File: config.mk
export PLATFORM = sky130hd
export DESIGN_NAME = riscv_mem_watch
export DESIGN_NICKNAME = d
export VERILOG_FILES = /design/src/rtl/riscv_mem_watch.sv
export SDC_FILE = /design/constraint.sdc
export NUM_CORES = 2
export LEC_CHECK = 0
export ABC_AREA = 0
export CAP_MARGIN = 10
export CORE_MARGIN = 2
export CORE_UTILIZATION = 60
export CTS_BUF_LIST = sky130_fd_sc_hd__clkbuf_4
export DETAILED_ROUTE_END_ITERATION = 8
export GPL_TIMING_DRIVEN = 0
export HOLD_SLACK_MARGIN = 0.05
export PLACE_DENSITY = 0.83
export RECOVER_POWER = 100
export SYNTH_ARGS = -nofsm -noshare
export SYNTH_HDL_FRONTEND = slang
export SYNTH_SLANG_ARGS = --single-unit
File: constraint.sdc
create_clock -name clk_i -period 19.6 [get_ports clk_i]
set_input_delay 3.92 -clock clk_i [delete_from_list [all_inputs] [get_ports clk_i]]
set_output_delay 3.92 -clock clk_i [all_outputs]
set_load 0.005 [all_outputs]
File: src/rtl/riscv_mem_watch.sv
// riscv_mem_watch: multi-channel watchpoint unit that observes riscv_core fetch and data buses.
// Optional macro RISCV_WATCH_CHAIN_EN makes channel k>0 count only while channel k-1 is triggered.
module riscv_mem_watch #(
    parameter int NUM_CH = 4,
    parameter int ADDR_W = 32,
    parameter int DATA_W = 32,
    parameter int CNT_W  = 16,
    localparam int CH_W  = (NUM_CH > 1) ? $clog2(NUM_CH) : 1
) (
    input  logic                    clk_i,
    input  logic                    rst_i,
    input  logic [ADDR_W-1:0]       mem_d_addr_i,
    input  logic [DATA_W-1:0]       mem_d_data_wr_i,
    input  logic                    mem_d_rd_i,
    input  logic [3:0]              mem_d_wr_i,
    input  logic                    mem_d_accept_i,
    input  logic                    mem_i_rd_i,
    input  logic [ADDR_W-1:0]       mem_i_pc_i,
    input  logic                    mem_i_accept_i,
    input  logic                    cfg_wr_i,
    input  logic [CH_W-1:0]         cfg_ch_i,
    input  logic [1:0]              cfg_mode_i,
    input  logic [ADDR_W-1:0]       cfg_addr_val_i,
    input  logic [ADDR_W-1:0]       cfg_addr_mask_i,
    input  logic [DATA_W-1:0]       cfg_data_val_i,
    input  logic [DATA_W-1:0]       cfg_data_mask_i,
    input  logic [CNT_W-1:0]        cfg_thresh_i,
    input  logic [NUM_CH-1:0]       clear_i,
    output logic [NUM_CH-1:0]       hit_o,
    output logic                    irq_o,
    output logic [NUM_CH*CNT_W-1:0] cnt_o,
    output logic                    cap_valid_o,
    input  logic                    cap_ack_i,
    output logic [CH_W-1:0]         cap_ch_o,
    output logic [ADDR_W-1:0]       cap_addr_o,
    output logic [DATA_W-1:0]       cap_data_o,
    output logic                    cap_ovf_o
);

    typedef enum logic [1:0] {
        ST_OFF   = 2'd0,
        ST_ARMED = 2'd1,
        ST_TRIG  = 2'd2
    } state_t;

    localparam logic [1:0] MODE_RD = 2'b01;
    localparam logic [1:0] MODE_WR = 2'b10;
    localparam logic [1:0] MODE_IF = 2'b11;

    state_t            r_state      [NUM_CH];
    state_t            w_state_nxt  [NUM_CH];
    logic [1:0]        r_mode       [NUM_CH];
    logic [ADDR_W-1:0] r_addr_val   [NUM_CH];
    logic [ADDR_W-1:0] r_addr_mask  [NUM_CH];
    logic [DATA_W-1:0] r_data_val   [NUM_CH];
    logic [DATA_W-1:0] r_data_mask  [NUM_CH];
    logic [CNT_W-1:0]  r_thresh     [NUM_CH];
    logic [CNT_W-1:0]  r_cnt        [NUM_CH];
    logic [CNT_W-1:0]  w_cnt_nxt    [NUM_CH];
    logic [CNT_W-1:0]  w_cnt_inc    [NUM_CH];
    logic [CNT_W-1:0]  w_thresh_eff [NUM_CH];

    logic [NUM_CH-1:0] w_cfg_sel;
    logic [NUM_CH-1:0] w_event;
    logic [NUM_CH-1:0] w_chain_ok;
    logic [NUM_CH-1:0] w_trig;

    logic              w_any_trig;
    logic [CH_W-1:0]   w_low_ch;
    logic [ADDR_W-1:0] w_low_addr;
    logic [DATA_W-1:0] w_low_data;

    logic              r_cap_valid;
    logic [CH_W-1:0]   r_cap_ch;
    logic [ADDR_W-1:0] r_cap_addr;
    logic [DATA_W-1:0] r_cap_data;
    logic              r_cap_ovf;

    // Per-channel bus event: strobe and accept together, masked address (and data for writes) match.
    always_comb begin
        w_event = '0;
        for (int c = 0; c < NUM_CH; c++) begin
            case (r_mode[c])
                MODE_RD: w_event[c] = mem_d_rd_i & mem_d_accept_i &
                                      (((mem_d_addr_i ^ r_addr_val[c]) & r_addr_mask[c]) == '0);
                MODE_WR: w_event[c] = (|mem_d_wr_i) & mem_d_accept_i &
                                      (((mem_d_addr_i ^ r_addr_val[c]) & r_addr_mask[c]) == '0) &
                                      (((mem_d_data_wr_i ^ r_data_val[c]) & r_data_mask[c]) == '0);
                MODE_IF: w_event[c] = mem_i_rd_i & mem_i_accept_i &
                                      (((mem_i_pc_i ^ r_addr_val[c]) & r_addr_mask[c]) == '0);
                default: w_event[c] = 1'b0;
            endcase
        end
    end

    always_comb begin
        w_chain_ok = '1;
`ifdef RISCV_WATCH_CHAIN_EN
        for (int c = 1; c < NUM_CH; c++) begin
            w_chain_ok[c] = (r_state[c-1] == ST_TRIG);
        end
`endif
    end

    // Next-state: config beats clear, clear beats a same-cycle event.
    always_comb begin
        w_cfg_sel = '0;
        w_trig    = '0;
        for (int c = 0; c < NUM_CH; c++) begin
            w_state_nxt[c]  = r_state[c];
            w_cnt_nxt[c]    = r_cnt[c];
            w_cnt_inc[c]    = (r_cnt[c] == '1) ? r_cnt[c] : r_cnt[c] + CNT_W'(1);
            w_thresh_eff[c] = (r_thresh[c] == '0) ? CNT_W'(1) : r_thresh[c];
            w_cfg_sel[c]    = cfg_wr_i && (cfg_ch_i == CH_W'(c));

            if (w_cfg_sel[c]) begin
                w_state_nxt[c] = (cfg_mode_i == 2'b00) ? ST_OFF : ST_ARMED;
                w_cnt_nxt[c]   = '0;
            end else if (clear_i[c] && (r_state[c] != ST_OFF)) begin
                w_state_nxt[c] = ST_ARMED;
                w_cnt_nxt[c]   = '0;
            end else if ((r_state[c] == ST_ARMED) && w_event[c] && w_chain_ok[c]) begin
                w_cnt_nxt[c] = w_cnt_inc[c];
                if (w_cnt_inc[c] == w_thresh_eff[c]) begin
                    w_state_nxt[c] = ST_TRIG;
                    w_trig[c]      = 1'b1;
                end
            end
        end
    end

    always_ff @(posedge clk_i) begin
        if (!rst_i) begin
            for (int c = 0; c < NUM_CH; c++) begin
                r_state[c]     <= ST_OFF;
                r_mode[c]      <= '0;
                r_addr_val[c]  <= '0;
                r_addr_mask[c] <= '0;
                r_data_val[c]  <= '0;
                r_data_mask[c] <= '0;
                r_thresh[c]    <= '0;
                r_cnt[c]       <= '0;
            end
        end else begin
            for (int c = 0; c < NUM_CH; c++) begin
                r_state[c] <= w_state_nxt[c];
                r_cnt[c]   <= w_cnt_nxt[c];
                if (w_cfg_sel[c]) begin
                    r_mode[c]      <= cfg_mode_i;
                    r_addr_val[c]  <= cfg_addr_val_i;
                    r_addr_mask[c] <= cfg_addr_mask_i;
                    r_data_val[c]  <= cfg_data_val_i;
                    r_data_mask[c] <= cfg_data_mask_i;
                    r_thresh[c]    <= cfg_thresh_i;
                end
            end
        end
    end

    // Descending scan so the lowest triggering channel is the one left selected.
    always_comb begin
        w_any_trig = |w_trig;
        w_low_ch   = '0;
        w_low_addr = '0;
        w_low_data = '0;
        for (int c = NUM_CH - 1; c >= 0; c--) begin
            if (w_trig[c]) begin
                w_low_ch   = CH_W'(c);
                w_low_addr = (r_mode[c] == MODE_IF) ? mem_i_pc_i : mem_d_addr_i;
                w_low_data = (r_mode[c] == MODE_WR) ? mem_d_data_wr_i : '0;
            end
        end
    end

    always_ff @(posedge clk_i) begin
        if (!rst_i) begin
            r_cap_valid <= 1'b0;
            r_cap_ch    <= '0;
            r_cap_addr  <= '0;
            r_cap_data  <= '0;
            r_cap_ovf   <= 1'b0;
        end else if (w_any_trig && (!r_cap_valid || cap_ack_i)) begin
            r_cap_valid <= 1'b1;
            r_cap_ch    <= w_low_ch;
            r_cap_addr  <= w_low_addr;
            r_cap_data  <= w_low_data;
        end else if (w_any_trig) begin
            r_cap_ovf <= 1'b1;
        end else if (cap_ack_i) begin
            r_cap_valid <= 1'b0;
        end
    end

    always_comb begin
        hit_o = '0;
        cnt_o = '0;
        for (int c = 0; c < NUM_CH; c++) begin
            hit_o[c]                 = (r_state[c] == ST_TRIG);
            cnt_o[c*CNT_W +: CNT_W]  = r_cnt[c];
        end
    end

    assign irq_o       = |hit_o;
    assign cap_valid_o = r_cap_valid;
    assign cap_ch_o    = r_cap_ch;
    assign cap_addr_o  = r_cap_addr;
    assign cap_data_o  = r_cap_data;
    assign cap_ovf_o   = r_cap_ovf;

endmodule

### Yosys cells after proc, flatten, opt, wreduce, memory -nomap -nowiden

Memories as Yosys holds them, arrays and structs flattened.
Cells that the tools add are included.

* output and inout port bits: 137
* memories kept: 8
* register bits after elaboration: 68
* memory bits (writable): 656

* eq/ne operators: 32
* reductions and logical operators: 43
* add/subtract/negate cells: 4
* bitwise gates (word level): 76
* muxes and demuxes: 126

Memories
* r_addr_mask: depth 4, bits a word 32, read ports 4, clocked after memory_dff 0, write ports 4, line 54 `logic [ADDR_W-1:0] r_addr_mask [NUM_CH];`
* r_addr_val: depth 4, bits a word 32, read ports 4, clocked after memory_dff 0, write ports 4, line 53 `logic [ADDR_W-1:0] r_addr_val [NUM_CH];`
* r_data_mask: depth 4, bits a word 32, read ports 4, clocked after memory_dff 0, write ports 4, line 56 `logic [DATA_W-1:0] r_data_mask [NUM_CH];`
* r_data_val: depth 4, bits a word 32, read ports 4, clocked after memory_dff 0, write ports 4, line 55 `logic [DATA_W-1:0] r_data_val [NUM_CH];`
* r_cnt: depth 4, bits a word 16, read ports 4, clocked after memory_dff 0, write ports 4, line 58 `logic [CNT_W-1:0] r_cnt [NUM_CH];`
* r_thresh: depth 4, bits a word 16, read ports 4, clocked after memory_dff 0, write ports 4, line 57 `logic [CNT_W-1:0] r_thresh [NUM_CH];`
* +2 memories

Operators with widths (count)
* $mux 32: 32
* $mux 16: 28
* $and 32x32->32: 12
* $logic_not 32->1: 12
* $xor 32x32->32: 12
* $add 16x1->16 const B: 4
* $eq 16x16->1: 4
* $eq 16x16->1 const B: 4
* $logic_not 16->1: 4
* $mux 2: 28
* $mux 1: 34
* $or 1x1->1: 32
* $eq 2x2->1 const B: 14
* $and 1x1->1: 19
* $eq 2x1->1 const B: 9
* $logic_and 1x1->1: 13
* $pmux 1 s3: 4
* $reduce_or 4->1: 3
* $reduce_bool 2->1: 5
* $logic_not 2->1: 2
* $reduce_and 2->1: 2
* $ne 2x1->1 const B: 1
* $logic_not 1->1: 1
* $logic_or 1x1->1: 1
* $not 1->1: 1

### Logic depth before layout (Yosys ltp)

An unclocked memory read counts as a cell.

* depth after elaboration: 15
* depth in mapped cells: 14

### Least setup slack after synthesis

No wires, ideal clock.

* kind: input-to-reg
* start point: input port cfg_ch_i[1]
* end point: memory r_cnt[1][0]
* buffers on the path: 3
* path slack: 3807 ps
* stages on the path: 6
* data required time: 19472 ps
* library setup time: 128 ps
* arrival time: 15666 ps
* cell sequence: clkbuf_1 -> o21ai_0 -> nand2b_1 -> buf_1 -> clkbuf_1 -> nor2_1

RTL lines
* start, declared: line 21 `input logic [CH_W-1:0] cfg_ch_i,`
* end, declared: line 58

==> results.ini <==
[outcome]
status = finished, violations left
violations = capacitance limit, slew limit

[synthesis]
synth_cell_type_count = 84
synth-simple-area-share_pct = 20.8
synth_edf_count = 584
yosys.area_share.adder_pct = 0.125
synth_compound_area_share_pct = 10.6
synth-xor-area-share_pct = 10.7
synth_ff_type = edfxtp_1
avgSynthCellArea_um2 = 10.7
syn-num-nets = 4004
synth_mux_area_share_pct = 4.00
yosys_warnings = 0
synth_top_family_by_area = simple AND/OR/NAND/NOR gates
ys_seq_area_share_pct = 50.8
netlist_area_um2 = 40000
ys_ff_latch = 724
synth_async_sr_flop_share_pct = 0
synthCells = 3740

[floorplanning]
io-pin-count = 397
core_area_um2 = 65900
die_h_um = 262
fp.dieW_um = 262
initial_core_util_pct = 60.8
rows = 94
die_area_um2 = 68800

[worst_setup_path]
crit_path_max_fanout = 69
cpPeakStageDelay_ps = 2890
cp-end-kind = register
startpoint_type = input pin
rr_worst_depth = 13
regToRegSetupSlack_ps = 14170
path_depth = 7
critPathBufInv = 6
worstSetupPathType = in2reg
worstPathArrival_ps = 12200
critPathLaunch = rst_i
endpoint = r_addr_val[3][15]
r2r-start = r_cnt[1][1]
cpMostUsedCell = clkbuf_1
slowest_stage = clkbuf_1
cp_top_family = buffers and inverters
rr_endpoint = cap_addr_o[18]
path_cells = dlygate4sd3_1, clkbuf_1, clkbuf_1, clkbuf_1, nand2_1, clkbuf_1, clkbuf_1
crit_required_ps = 20150

[run]
cap_violations = 16

[routing]
wire_per_inst_um = 31.0
drtIter0Drc = 6389
drtAntennaViolNets = 0
via_count = 35700
drc = 0
routed_wl_mm = 163
vias_per_cell = 6.78
firstDrtPassIters = 8

[timing]
hold_viol = 0
whs_ps = 460
setup_viol = 0
fin_crit_sh_pct = 59.4
tightest_slew_ps = 3900
rsz0062_at_grt = false
final.setup.worst_slack_ps = 7950
fmax_mhz = 85.8
post-route-min-period_ps = 11650
clock_skew_ps = 80.7
tns_ps = 0
relSlewSlack_pct = -160
maxSlewViolCount = 542

[power_and_ir_drop]
pwr-share-comb_pct = 14.1
switching_share_pct = 30.1
power_density_nw_per_um2 = 80.0
p_int_mw = 2.61
power.switching_mw = 1.12
ir_drop_v = 0.0000785
seqPwrFrac_pct = 49.4
p_leak_nw = 16.9
clockPowerShare_pct = 36.5
finalPower_mw = 3.73

[global_routing]
grt_pass1_wl_mm = 229
grt_antenna_before_repair = 14
grt_max_degree = 70
grt_pass1_vias = 33700
grt_overflow = 0
grt_usage_pct = 46.1

[cells_and_area]
design_area_um2 = 46600
fin_util_pct = 70.8
layout_common_cells = edfxtp_1, xor2_1, and2_0, nand2_1, clkbuf_4
final_common_cell = edfxtp_1
finalNonFillerCells = 5270
fin_nets = 4510
layout-drive-gt1-share_pct = 10.4
area_growth_syn_to_layout_pct = 16.5

[cts]
h-tree-depth = 4
cts_root_buf = clkbuf_4
clk_pin_slew_ps = 60
cts_buffer_depth = 3
hold_buffers = 0
cts_tree = done
ctsResizeCount = 0
cts.sinks = 724
numCtsBuffers = 185
postCtsSetupRepairBufs = 0
clock_latency_ps = 1120

[hold_path]
hp-class = reg2reg
worstHoldStart = cap_data_o[17]

[placed_design]
port_buffers = 300
placed_cells = 4922
pre_cts_ws_ps = 10580
dp.final_hpwl_mm = 126
place_area_um2 = 44500
gp_congestion = 1.04

[state kept, by name, summed over array words and instances (netlist names)]
signal and flops:
r_addr_val 128, r_state 8, cap_ovf_o 1, r_mode 8
cap_addr_o 32, r_data_val 128, cap_data_o 32, cap_ch_o 2
r_data_mask 128, r_addr_mask 128, cap_valid_o 1, r_thresh 64
r_cnt 64
[synth_stat cells, types with 8 or more instances]
| cell type | instances | share of area [%] |
|---|---|---|
| o221ai_1 | 32 | 0.70 |
| nor2b_1 | 9 | 0.14 |
| inv_1 | 19 | 0.18 |
| buf_4 | 9 | 0.17 |
| a221oi_1 | 39 | 0.85 |
| nor2_1 | 111 | 1.0 |
| clkbuf_1 | 215 | 2.0 |
| a21oi_1 | 59 | 0.74 |
| xor2_1 | 421 | 9.2 |
| and3_1 | 26 | 0.41 |
| xnor2_1 | 68 | 1.5 |
| a211oi_1 | 22 | 0.41 |
| buf_2 | 40 | 0.50 |
| mux2_2 | 97 | 2.7 |
| nand2_1 | 279 | 2.6 |
| and2_1 | 589 | 9.2 |
| nand3_1 | 163 | 2.0 |
| o21ai_1 | 62 | 0.78 |
| o21a_1 | 8 | 0.15 |
| nor4_1 | 49 | 0.77 |
| o31ai_1 | 39 | 0.73 |
| nand4_1 | 107 | 1.7 |
| o21ai_0 | 40 | 0.50 |
| a31oi_1 | 8 | 0.13 |
| dfxtp_1 | 140 | 7.0 |
| mux2i_1 | 51 | 1.3 |
| a2111oi_0 | 11 | 0.24 |
| a22oi_1 | 207 | 3.9 |
| or3_1 | 11 | 0.17 |
| and4_1 | 18 | 0.39 |
| edfxtp_1 | 584 | 44 |
| nand3b_1 | 12 | 0.23 |
| nand2b_1 | 16 | 0.25 |
| buf_1 | 8 | 0.075 |
| nor3_1 | 53 | 0.66 |
[cell families after synthesis]
logic type,Yosys count
multiplexers,148
AO/OA/AOI/OAI,591
buffers and inverters,291
AND/OR/NAND/NOR,1493
adder cells (fa/ha/maj),4
XOR/XNOR,489
flip-flops,724
[tightest hold or removal path, cell delays in order, from the launching register on]
cell and delay, ps:
dfxtp_1 310, nand3_1 60, o21ai_1 50
[power by group through the flow]
stage	clock [mW]	combinational, mW	sequential (mW)
after floorplan	0	0.277	1.86
after global placement	0	0.493	1.89
after detailed placement	0	0.506	1.86
after CTS	1.35	0.510	1.83
after global routing	1.43	0.539	1.85
final	1.36	0.527	1.84
[worst min path at each step]
stage,endpoint,slack [ps],cells past startpoint
finish,cap_data_o[17],460,2
global route,cap_data_o[17],480,2
CTS,cap_data_o[22],460,2
detailed placement,cap_data_o[8],450,2
global placement,cap_data_o[5],440,2
floorplan,cap_ovf_o,440,2
[cell type report]
cell class | count | area, um2
flip-flops and latches | 724 | 20300
diodes | 20 | 50.0
plain buffers | 272 | 1090
inverters | 19 | 71.3
multi-input cells | 2725 | 18500
clock inverters | 61 | 418
repair buffers | 319 | 3090
well taps | 864 | 1080
clock buffers | 266 | 2000
fillers | 4886 | 19200
[layer usage]
metal,global-route usage [%],share of wire (%)
met1,59.2,35
met2,69.3,43
met4,24.5,6.2
met3,15.4,15
met5,0,0.020
No activity file was read; power rests on OpenSTA's default activity.
